## src/rtl/serial_adder16.sv

```systemverilog
// serial_adder16 -- bit-serial add/sub unit with start/busy/done handshake.
//
// One operand bit per cycle passes through a full adder built from two
// half_adder cells plus an OR on their carries; the running carry lives in a
// flip-flop. An operation takes WIDTH cycles in RUN, followed by one DONE
// cycle carrying the done pulse.
//
// Optional feature macro: SERIAL_ADDER_SUB_EN
//   defined   -> 'sub' port present; sub=1 computes A-B (B inverted, carry seeded 1)
//   undefined -> add-only unit, no 'sub' port; timing identical
//
// Ports:
//   clk    in   rising-edge clock
//   rst_n  in   asynchronous active-low reset
//   start  in   operation request, sampled in IDLE/DONE
//   a, b   in   WIDTH-bit operands, sampled on the accepting edge
//   sub    in   1 = A-B, 0 = A+B (only with SERIAL_ADDER_SUB_EN)
//   busy   out  high for the WIDTH cycles of RUN
//   done   out  one-cycle pulse, result valid
//   sum    out  WIDTH-bit result, held until the next completion
//   cout   out  carry out of MSB (for sub, 1 = no borrow)
//   ovf    out  two's-complement overflow
//
// States:
//   IDLE | waiting for start
//   RUN  | shifting one bit per cycle through the full adder
//   DONE | done pulse; start here begins a back-to-back operation

module half_adder (
  input  logic x,
  input  logic y,
  output logic s,
  output logic c
);
  assign s = x ^ y;
  assign c = x & y;
endmodule

module serial_adder16 #(
  parameter int WIDTH = 16
) (
  input  logic             clk,
  input  logic             rst_n,
  input  logic             start,
  input  logic [WIDTH-1:0] a,
  input  logic [WIDTH-1:0] b,
`ifdef SERIAL_ADDER_SUB_EN
  input  logic             sub,
`endif
  output logic             busy,
  output logic             done,
  output logic [WIDTH-1:0] sum,
  output logic             cout,
  output logic             ovf
);

  localparam int CW = (WIDTH > 1) ? $clog2(WIDTH) : 1;
  localparam logic [CW-1:0] LAST_BIT = CW'(WIDTH - 1);
  localparam logic [CW-1:0] PEN_BIT  = CW'(WIDTH - 2);

  typedef enum logic [1:0] {
    IDLE = 2'd0,
    RUN  = 2'd1,
    DONE = 2'd2
  } state_t;

  state_t           state;
  logic [WIDTH-1:0] opa;
  logic [WIDTH-1:0] opb;
  // Only the WIDTH-1 most recent result bits need storing; the newest bit
  // comes straight from the adder when the result is copied out.
  logic [WIDTH-2:0] part;
  logic [CW-1:0]    cnt;
  logic             carry;
  logic             carry_msb;

  logic             sub_eff;
  logic [WIDTH-1:0] b_eff;
  logic             s0, c0, s1, c1, c_next;
  logic [WIDTH-1:0] part_next;

`ifdef SERIAL_ADDER_SUB_EN
  assign sub_eff = sub;
`else
  assign sub_eff = 1'b0;
`endif

  assign b_eff = sub_eff ? ~b : b;

  half_adder u_ha0 (.x(opa[0]), .y(opb[0]), .s(s0), .c(c0));
  half_adder u_ha1 (.x(s0),     .y(carry),  .s(s1), .c(c1));

  assign c_next    = c0 | c1;
  assign part_next = {s1, part};

  always_ff @(posedge clk or negedge rst_n) begin
    if (!rst_n) begin
      state     <= IDLE;
      opa       <= '0;
      opb       <= '0;
      part      <= '0;
      cnt       <= '0;
      carry     <= 1'b0;
      carry_msb <= 1'b0;
      busy      <= 1'b0;
      done      <= 1'b0;
      sum       <= '0;
      cout      <= 1'b0;
      ovf       <= 1'b0;
    end else begin
      case (state)
        IDLE, DONE: begin
          done <= 1'b0;
          if (start) begin
            opa   <= a;
            opb   <= b_eff;
            carry <= sub_eff;
            cnt   <= '0;
            busy  <= 1'b1;
            state <= RUN;
          end else begin
            state <= IDLE;
          end
        end
        RUN: begin
          opa   <= opa >> 1;
          opb   <= opb >> 1;
          carry <= c_next;
          part  <= part_next[WIDTH-1:1];
          cnt   <= cnt + 1'b1;
          // Carry out of bit WIDTH-2 is the carry into the MSB.
          if (cnt == PEN_BIT) begin
            carry_msb <= c_next;
          end
          if (cnt == LAST_BIT) begin
            sum   <= part_next;
            cout  <= c_next;
            ovf   <= carry_msb ^ c_next;
            busy  <= 1'b0;
            done  <= 1'b1;
            state <= DONE;
          end
        end
        default: begin
          busy  <= 1'b0;
          done  <= 1'b0;
          state <= IDLE;
        end
      endcase
    end
  end

endmodule

```

## config.mk

```make
export PLATFORM = sky130hd
export DESIGN_NAME = serial_adder16
export DESIGN_NICKNAME = d
export VERILOG_FILES = /design/src/rtl/serial_adder16.sv
export SDC_FILE = /design/constraint.sdc
export NUM_CORES = 1
export LEC_CHECK = 0
export ABC_AREA = 1
export BUFFER_PORTS_ARGS = -buffer_cell sky130_fd_sc_hd__buf_2
export CORE_ASPECT_RATIO = 0.75
export CORE_UTILIZATION = 60
export CTS_CLUSTER_DIAMETER = 120
export CTS_CLUSTER_SIZE = 24
export DETAILED_ROUTE_END_ITERATION = 6
export PLACE_DENSITY = 0.9
export SLEW_MARGIN = 20
export SYNTH_ARGS = -nofsm -noshare
export SYNTH_HDL_FRONTEND = slang
export SYNTH_SLANG_ARGS = --single-unit
```

## constraint.sdc

```tcl
create_clock -name clk -period 2.1 [get_ports clk]
set_clock_uncertainty 0.15 [all_clocks]
set_input_delay 0.105 -clock clk [delete_from_list [all_inputs] [get_ports clk]]
set_output_delay 0.105 -clock clk [all_outputs]
set_load 0.01 [all_outputs]
```

==> summary.md, run 1 <==
| Metric | Value |
|---|---|
| Status | finished, violations left |
| Failing checks | design-rule violations |
| Final Hold Fails | 0 |
| Peak supply drop | 0.00103 V |
| Mapped Nets | 452 |
| Die Height | 65.6 µm |
| Layout net count | 542 |
| Path depth of the worst reg2reg path | 7 |
| Crit Path Max Fanout | 21 |
| CTS clk-pin slew, worst paths | 0.09 ns |
| Global route overflow | 0 |
| DRC | 7 |
| Initial antenna violation count | 0 |
| Hold buffer count at CTS | 34 |
| DRT Wirelength | 9130 µm |
| Worst Path Buf+Inv | 3 |
| Die ar. | 5690 µm² |
| RSZ-0062 raised after global routing | false |
| DIE WIDTH | 86.8 µm |
| CTS Buffer Depth | 2 |
| Via count | 3100 |
| Vias/cell | 5.34 |
| Rows | 22 |
| Lkg Pwr | 2.40 nW |
| Synthesis-to-layout area growth | 29.8% |
| Critical path required time | 2.25 ns |
| R2R Path End | cnt[3]$_DFFE_PN0P_ |
| Ys Warns | 0 |
| Yosys reg bits | 74 |
| Pwr/cell area | 1480 nW/µm² |
| Critical path cell sequence | inv_1, nand2_2, nand2_1, inv_2, buf_12, nand2_1, nand2_1 |
| Top Family by Delay on Critical Path | simple AND/OR/NAND/NOR gates |
| GR Util All Layers | 36.1% |
| Antenna diode count | 0 |
| Netlist Area Pre-Place | 3230 µm² |
| Cts bufs inserted | 9 |
| CP max stage delay | 0.45 ns |
| Post-CTS sizing | 0 |
| R2R Path Start | state[1]$_DFFE_PN0P_ |
| Largest net degree at the start of global routing | 42 |
| CTS Sinks | 74 |
| CTS H-Tree Depth | 3 |
| CP Data Arrival Time | 2.04 ns |
| Worst-Skew Late Latency | 0.37 ns |
| Final worst-path cycle share | 90.1% |
| Syn_area_per_cell | 7.81 µm² |
| Total power | 6.19 mW |
| Hold crit path type | input port to asynchronous set/reset pin |
| Worst setup SP type | flop |
| Worst rel slew slack | 66.1% |
| Core area | 5040 µm² |
| Combinational fraction of design power | 35.7% |
| Post-DRT Antenna Nets | 0 |
| Critical path class | flop to flop |
| Post-CTS Repair Setup Buffers | 0 |
| Initial Utilization | 64.2% |
| CTS tree | built |
| Fmax | 529 MHz |
| DRT iter0 DRCs | 432 |
| Fraction of the yosys area taken by sequential cells | 57.3% |
| Fill cell count | 282 |
| Share of cells above drive strength 1 | 16.3% |
| Placer congestion estimate | 0.785 |
| Internal | 3.73 mW |
| Reg2reg setup slack | 0.21 ns |
| Worst Tran Pin Value | 0.508 ns |
| Max-cap violations | 0 |
| Crit. End Element | flop |
| Number of port buffers | 54 |
| Sequential fraction of design power | 40.5% |
| Drt first pass iters | 7 |
| Distinct cells, synth | 19 |
| Finish-stage setup viols | 0 |
| Worst Setup SP | state[1]$_DFFE_PN0P_ |
| CTS Root Buffer Type | clkbuf_8 |
| Slowest library cell on the worst path | dfrtp_1 |
| CP most frequent cell | nand2_1 |
| Total negative setup slack | 0 ns |
| Routed length per instance | 15.7 µm |
| Cells after synthesis | 414 |
| Min cycle time layout | 1.89 ns |
| Switching Power | 2.46 mW |
| Top Ports | 55 |
| Clock power share | 23.8% |
| Util after Layout | 83.3% |
| Vias in the first global route | 3126 |
| Switching Share | 39.7% |
| Max-slew violation count | 0 |
| First-pass GRT wire length | 14800 µm |
| DP Wirelength | 4460 µm |
-- registers in the layout (all words and copies together), names as in the netlist --
| signal | flops |
|---|---|
| cout | 1 |
| opa | 16 |
| sum | 16 |
| ovf | 1 |
| carry | 1 |
| opb | 16 |
| busy | 1 |
| state | 2 |
| part | 15 |
| carry_msb | 1 |
| cnt | 4 |
-- cells in the mapped netlist --
cell        n  share of area (%)
a21oi_1     1               0.15
buf_2      12                1.9
buf_4       1               0.23
buf_6       1               0.35
clkbuf_1    1               0.12
dfrtp_1    74                 57
fa_1        1               0.62
ha_1        2               0.77
inv_1      43                5.0
inv_2       3               0.35
nand2_1   245                 28
nand2_2     1               0.19
nand3_1     4               0.62
nand4_1     2               0.39
nor2_1      4               0.46
nor2_2      2               0.39
o21ai_0    15                2.3
o22ai_1     1               0.19
xor2_1      1               0.27
-- per-layer routing --
layer	track usage (%)	up-vias	part of all wire, %
li1	-	1404	-
met1	42.4	1409	39
met2	58.8	224	47
met3	10.6	63	8.9
met4	22.7	0	5.5
met5	0	-	0
-- placed cells by master, fill, tap and decap left out --
cell type | Yosys | final
nand2_1 | 245 | 245
dfrtp_1 | 74 | 74
buf_2 | 12 | 53
inv_1 | 43 | 43
dlygate4sd3_1 | 0 | 34
o21ai_0 | 15 | 15
clkbuf_8 | 0 | 9
buf_4 | 1 | 5
nand3_1 | 4 | 4
bufinv_16 | 0 | 4
inv_2 | 3 | 3
nor2_1 | 4 | 3
nor2_2 | 2 | 2
nand4_1 | 2 | 2
ha_1 | 2 | 2
buf_12 | 0 | 2
nor2_4 | 0 | 1
nand2_2 | 1 | 1
o22ai_1 | 1 | 1
xor2_1 | 1 | 1
a21oi_1 | 1 | 1
fa_1 | 1 | 1
clkinvlp_4 | 0 | 1
clkinv_4 | 0 | 1
clkinv_2 | 0 | 1
-- power groups by stage --
| stage | clock [mW] | sequential (mW) | combinational (mW) |
|---|---|---|---|
| 2_1_floorplan | 0 | 2.45 | 1.32 |
| 3_3_place_gp | 0 | 2.43 | 1.84 |
| 3_5_place_dp | 0 | 2.47 | 1.97 |
| 4_1_cts | 1.46 | 2.47 | 2.13 |
| 5_1_grt | 1.54 | 2.56 | 2.45 |
| 6_report | 1.47 | 2.51 | 2.21 |
-- cells by family (layout without fill, tap and decap cells) --
kind of cell               count (synthesis)  after routing  share of synthesized area (%)
xor gates and xnor gates                   1              1                          0.271
DFF                                       74             74                           57.3
buffers and inverters                     61            156                           7.89
adders and majority gates                  3              3                           1.39
AOI/OAI and AO/OA                         17             17                           2.67
and+or+nand+nor                          258            258                           30.5
-- stage by stage --
step	area (µm²)	setup slack [ns]	std cells	hold slack, ns
6_report	4200	0.208	581	0.104
5_1_grt	4200	0.178	581	0.160
4_1_cts	4200	0.346	581	0.119
3_5_place_dp	3590	0.424	531	-0.0416
3_3_place_gp	3590	0.510	531	-0.0385
2_1_floorplan	3230	0.708	414	-0.341
-- worst max-delay path by stage --
stage / depth (start not counted) / slack, ns / end
4_1_cts: 7 / 0.35 / opa[4]$_DFFE_PN0P_
3_3_place_gp: 7 / 0.51 / opa[7]$_DFFE_PN0P_
5_1_grt: 7 / 0.18 / opa[10]$_DFFE_PN0P_
6_report: 7 / 0.21 / cnt[3]$_DFFE_PN0P_
2_1_floorplan: 7 / 0.71 / sum[10]$_DFFE_PN0P_
3_5_place_dp: 7 / 0.42 / opa[8]$_DFFE_PN0P_
-- layout make-up --
| class | count | area, µm² | area share, % |
|---|---|---|---|
| clock buffer | 9 | 124 | 2.95 |
| clock inverter | 7 | 141 | 3.37 |
| inverter | 46 | 173 | 4.11 |
| multi-input combinational | 279 | 1130 | 27.0 |
| sequential | 74 | 1850 | 44.1 |
| tap | 72 | 90.1 | 2.15 |
| timing repair buffer | 94 | 683 | 16.3 |
Power figures use the tool's default switching activity.
==> run 2, diff against run 1 <==
clock period = 2.5 ns   (was 2.1 ns; I/O delays follow)
==> run 2 against run 1 <==
Against the previous run: the flow now finishes without violations; combinational power shrank 19%; flip-flop and latch count did not move; count of clock-buffer cells in the layout increased by 1; first-iteration DRC count is 45% lower; clock power decreased by 31%; highest routed layer unchanged; critical path depth decreased by 1; cell area is 2.3% lower; sequential power decreased by 16%; critical endpoint is now opa[4]$_DFFE_PN0P_; fmax decreased by 1.8%.
==> summary.md, run 2 (synthesis results as in run 1) <==
| Metric | Value |
|---|---|
| Status | complete, no violations |
| Crit Path Max Fanout | 35 |
| Largest net degree at the start of global routing | 75 |
| Dpl ws | 0.731 ns |
| Post-Layout Cell Count | 577 |
| Util after Layout | 81.4% |
| Initial Utilization | 64.2% |
| Fmax | 519 MHz |
| CTS H-Tree Depth | 3 |
| Worst Tran Pin Value | 0.890 ns |
| Crit. End Element | flop |
| Via count | 3032 |
| Critical path required time | 2.63 ns |
| DRC | 0 |
| Worst setup SP type | flop |
| Min cycle time layout | 1.93 ns |
| GR Util All Layers | 33.0% |
| Die ar. | 5690 µm² |
| DRT Wirelength | 8440 µm |
| Share of cells above drive strength 1 | 15.6% |
| Biggest regs | opa: 16 flops, opb: 16 flops, sum: 16 flops |
| Max-slew violation count | 0 |
| Top Ports | 55 |
| Worst rel slew slack | 40.7% |
| Core area | 5040 µm² |
| Hold Slack | 0.274 ns |
| Most frequent cells in the layout | 245 x nand2_1, 74 x dfrtp_1, 53 x buf_2 |
| Routed length per instance | 14.6 µm |
| Fill cell count | 301 |
| Final Hold Fails | 0 |
| Drt first pass iters | 5 |
| DRT iter0 DRCs | 237 |
| Cells after DPL | 528 |
| Vias in the first global route | 3012 |
| Peak supply drop | 0.000679 V |
| Finish-stage setup viols | 0 |
| Rows | 22 |
| Final worst-path cycle share | 77.1% |
| Cts bufs inserted | 9 |
| CTS Sinks | 74 |
| Vias/cell | 5.25 |
| Die Height | 65.6 µm |
| CTS clk-pin slew, worst paths | 0.08 ns |
| Final instance area | 4100 µm² |
| Placer congestion estimate | 0.783 |
| Setup ws final | 0.573 ns |
| DP Wirelength | 4030 µm |
| First-pass GRT wire length | 13900 µm |
| Hold crit path type | input port to asynchronous set/reset pin |
| Number of port buffers | 54 |
| RSZ-0062 raised after global routing | false |
| CTS tree | built |
| Critical path class | flop to flop |
| Post-DRT Antenna Nets | 0 |
| Synthesis-to-layout area growth | 26.8% |
| Lkg Pwr | 2.36 nW |
| Most common cell after layout, fill and taps aside | nand2_1 |
| Total power | 4.90 mW |
| Global route overflow | 0 |
| Max-cap violations | 0 |
| Worst-Skew Late Latency | 0.35 ns |
| Total negative setup slack | 0 ns |
| Layout net count | 539 |
| Antenna diode count | 0 |
| Post-place instance area | 3540 µm² |
| CTS Root Buffer Type | clkbuf_8 |
| CTS Buffer Depth | 2 |
| CP Data Arrival Time | 2.06 ns |
| Initial antenna violation count | 0 |
| Area of the multi-input gates | 1130 µm² |
| Post-CTS sizing | 0 |
| DIE WIDTH | 86.8 µm |
| Pwr/cell area | 1190 nW/µm² |
| Register area | 1850 µm² |
## run 2: final timing paths
kind / cells after the start / end / slack, ns / from
worst max-delay path: 6 / opa[4]$_DFFE_PN0P_ / 0.57 / state[1]$_DFFE_PN0P_
worst min-delay path: 2 / sum[7]$_DFFE_PN0P_ / 0.27 / rst_n
worst max register to register: 6 / opa[4]$_DFFE_PN0P_ / 0.57 / state[1]$_DFFE_PN0P_
worst min register to register: 2 / opb[15]$_DFFE_PN0P_ / 0.33 / opb[15]$_DFFE_PN0P_
max in group asynchronous: 2 / opa[0]$_DFFE_PN0P_ / 1.33 / rst_n
min in group clk: 2 / opb[15]$_DFFE_PN0P_ / 0.33 / opb[15]$_DFFE_PN0P_
## run 2: final cells by class
cell class,instances,area share [%]
clock buffer,10,3.36
clock inverter,5,1.92
inverter,46,4.21
multi-input combinational,279,27.6
sequential,74,45.2
timing repair buffer,91,15.5
tap,72,2.20
## run 2: power by group
group	internal (mW)	switching (mW)
sequential	1.72	0.376
clock	0.582	0.428
combinational	0.607	1.18
total	2.91	1.98
## run 2: critical path, cell delays in order (launching register included)
cell and delay, ns:
dfrtp_1 0.42, inv_1 0.08, nand2_2 0.30, nand2_1 0.17, inv_2 0.47, nand2_1 0.13, nand2_1 0.13
## run 2: routing by layer
layer	part of all wire, %	up-vias	track usage (%)
met5	0	-	0
met4	3.5	0	16.9
met3	7.3	43	6.78
met2	48	182	55.2
met1	41	1418	41.1
li1	-	1389	-
## run 2: timing repair
item | CTS | global route
setup buffers | 0 | 0
hold buffers | 34 | 0
endpoints found under the hold margin | 107 | 0
endpoints found under the setup margin | 0 | 0
==> run 3, diff against run 2 <==
ABC_AREA = 0   (was 1)
CORE_UTILIZATION = 49   (was 60)
PLACE_DENSITY = 0.8   (was 0.9)
clock period = 1.6 ns   (was 2.5 ns; I/O delays follow)
==> run 3 against run 2 <==
Against the previous run: largest cell class unchanged; count of clock-buffer cells in the layout stayed put; hold slack worse by 0.14 ns; die area is 15% higher; critical path depth is 1 lower; largest power group unchanged.
==> summary.md, run 3 <==
| Metric | Value |
|---|---|
| DRT Wirelength | 6760 µm |
| Peak supply drop | 0.00114 V |
| Critical path class | flop to flop |
| Routed length per instance | 14.6 µm |
| Crit. End Element | flop |
| Netlist Area Pre-Place | 3060 µm² |
| Cts bufs inserted | 9 |
| CP Data Arrival Time | 1.65 ns |
| Placer congestion estimate | 0.745 |
| CTS H-Tree Depth | 3 |
| Cells after synthesis | 279 |
| CTS Root Buffer Type | clkbuf_8 |
| Largest net degree at the start of global routing | 75 |
| Hold crit path type | input port to asynchronous set/reset pin |
| Fraction of registers with async set/reset | 100% |
| Share of cells above drive strength 1 | 27.9% |
| First-pass GRT wire length | 11400 µm |
| Initial Utilization | 51.6% |
| DRC | 0 |
| Number of flops mapped to enable cells by yosys | 0 |
| Core area | 5920 µm² |
| Pwr/cell area | 1850 nW/µm² |
| Status | complete, no violations |
| Worst-Skew Late Latency | 0.34 ns |
| DRT iter0 DRCs | 181 |
| Top Ports | 55 |
| Number of port buffers | 54 |
| RSZ-0062 raised after global routing | true |
| Yosys reg bits | 74 |
| Mapped Nets | 317 |
| GR Util All Layers | 22.7% |
| Global route overflow | 0 |
| Min cycle time layout | 1.57 ns |
| Biggest regs | opa: 16 flops, opb: 16 flops, sum: 16 flops |
| Layout net count | 417 |
| Ys flop type | dfrtp_1 |
| Finish-stage setup viols | 0 |
| Die Height | 70.4 µm |
| Lkg Pwr | 2.14 nW |
| Most frequent cells in the layout | 79 x nand2_1, 74 x dfrtp_1, 53 x buf_2 |
| Post-DRT Antenna Nets | 0 |
| Cell accounting for the most synthesized area | dfrtp_1 |
| CTS clk-pin slew, worst paths | 0.07 ns |
| Initial antenna violation count | 0 |
| Ys Warns | 0 |
| Fmax | 636 MHz |
| Top cells by area, synth | dfrtp_1 61%, nand2_1 9.7%, a22oi_1 7.4% |
| Max-cap violations | 0 |
| Crit Path Max Fanout | 12 |
| Syn_area_per_cell | 11.0 µm² |
| Top cell type's share of synthesized area | 60.6% |
| Post-Layout Cell Count | 462 |
| Rows | 24 |
| Count leader, synth | nand2_1 |
| DP Wirelength | 4150 µm |
| Die ar. | 6560 µm² |
| Cells after DPL | 410 |
| Drt first pass iters | 4 |
| Max-slew violation count | 0 |
| Vias/cell | 5.26 |
| Total power | 7.61 mW |
| Fraction of the yosys area taken by sequential cells | 60.6% |
| Worst rel slew slack | 74.2% |
| Top cells by count, synth | 79 x nand2_1, 74 x dfrtp_1, 33 x nand3_1 |
| Vias in the first global route | 2442 |
| Total negative setup slack | 0 ns |
| Critical path required time | 1.67 ns |
| Distinct cells, synth | 26 |
| DIE WIDTH | 93.2 µm |
| CTS Buffer Depth | 2 |
| CTS tree | built |
| CTS Sinks | 74 |
| Antenna diode count | 0 |
| Final Hold Fails | 0 |
| Worst Tran Pin Value | 0.387 ns |
| Via count | 2428 |
| Worst setup SP type | flop |
| Final worst-path cycle share | 98.3% |
| Most common cell after layout, fill and taps aside | nand2_1 |
| Synthesis-to-layout area growth | 34.8% |
==> run 3: cell types whose count changed after synthesis, moves of 3 or more <==
| cell | before | now |
|---|---|---|
| nand2_1 | 245 | 79 |
| inv_1 | 43 | 1 |
| a22oi_1 | 0 | 30 |
| nand3_1 | 4 | 33 |
| o21ai_0 | 15 | 2 |
| mux2_1 | 0 | 10 |
| mux2_2 | 0 | 9 |
| clkbuf_1 | 1 | 6 |
| a22o_1 | 0 | 3 |
| inv_2 | 3 | 0 |
==> run 3: worst paths after layout <==
path	start	endpoint	slack [ns]	cells past startpoint
setup / recovery	cnt[0]$_DFFE_PN0P_	cout$_DFFE_PN0P_	0.03	5
hold / removal	rst_n	sum[9]$_DFFE_PN0P_	0.13	3
setup reg to reg	cnt[0]$_DFFE_PN0P_	cout$_DFFE_PN0P_	0.03	5
hold reg to reg	part[0]$_DFFE_PN0P_	part[0]$_DFFE_PN0P_	0.33	2
max in group asynchronous	rst_n	sum[6]$_DFFE_PN0P_	0.86	3
min in group clk	part[0]$_DFFE_PN0P_	part[0]$_DFFE_PN0P_	0.33	2
==> run 3: through the flow <==
step                hold slack, ns  utilization, %  worst slack (ns)  cell area (µm²)
floorplan                   -0.366               -          -0.00781             3070
global placement           -0.0260            59.6            0.0413             3530
detailed placement         -0.0250            59.6           0.00290             3530
CTS                          0.146            69.3            0.0213             4100
global route                 0.169            69.6           -0.0181             4120
finish                       0.135            69.6            0.0272             4120
==> run 3: critical path, stage by stage, from the launching register on <==
cell	delay (ns)
dfrtp_1	0.37
ha_2	0.21
nand3b_4	0.12
nor2_8	0.12
buf_12	0.15
mux2_2	0.34
==> run 3: final cells by class <==
type	instances	area [µm²]
inverters	1	3.75
repair buffers	109	812
multi-input cells	184	1130
clock inverters	6	88.8
clock buffers	10	138
well taps	78	97.6
fillers	421	1800
flip-flops and latches	74	1850
==> run 3: power by group <==
part | total [mW] | internal (mW) | switching, mW
registers | 3.18 | 2.68 | 0.499
clock network | 1.61 | 0.923 | 0.691
logic | 2.81 | 1.27 | 1.54
total | 7.61 | 4.88 | 2.73
==> run 3: cell families (layout without fill, tap and decap cells) <==
| family | Yosys count | after routing | synth area share (%) |
|---|---|---|---|
| compound gates | 37 | 37 | 9.01 |
| buf+inv | 21 | 126 | 3.44 |
| flops | 74 | 74 | 60.6 |
| mux | 20 | 20 | 7.33 |
| xor+xnor | 1 | 1 | 0.287 |
| fa+ha+maj | 3 | 3 | 1.47 |
| simple gates | 123 | 123 | 17.9 |
==> run 3: metal layers <==
| layer | global-route usage [%] | part of all wire (%) |
|---|---|---|
| met1 | 32.0 | 48 |
| met2 | 34.6 | 47 |
| met3 | 5.88 | 3.9 |
| met4 | 6.84 | 1.0 |
| met5 | 0 | 0 |
==> run 3: repair_timing <==
| item | CTS | global route |
|---|---|---|
| gates resized for setup | 1 | 2 |
| endpoints found under the setup margin | 1 | 12 |
| hold buffers | 34 | 0 |
| endpoints found under the hold margin | 107 | 0 |
| pin swaps | 0 | 1 |
| setup buffers | 0 | 2 |
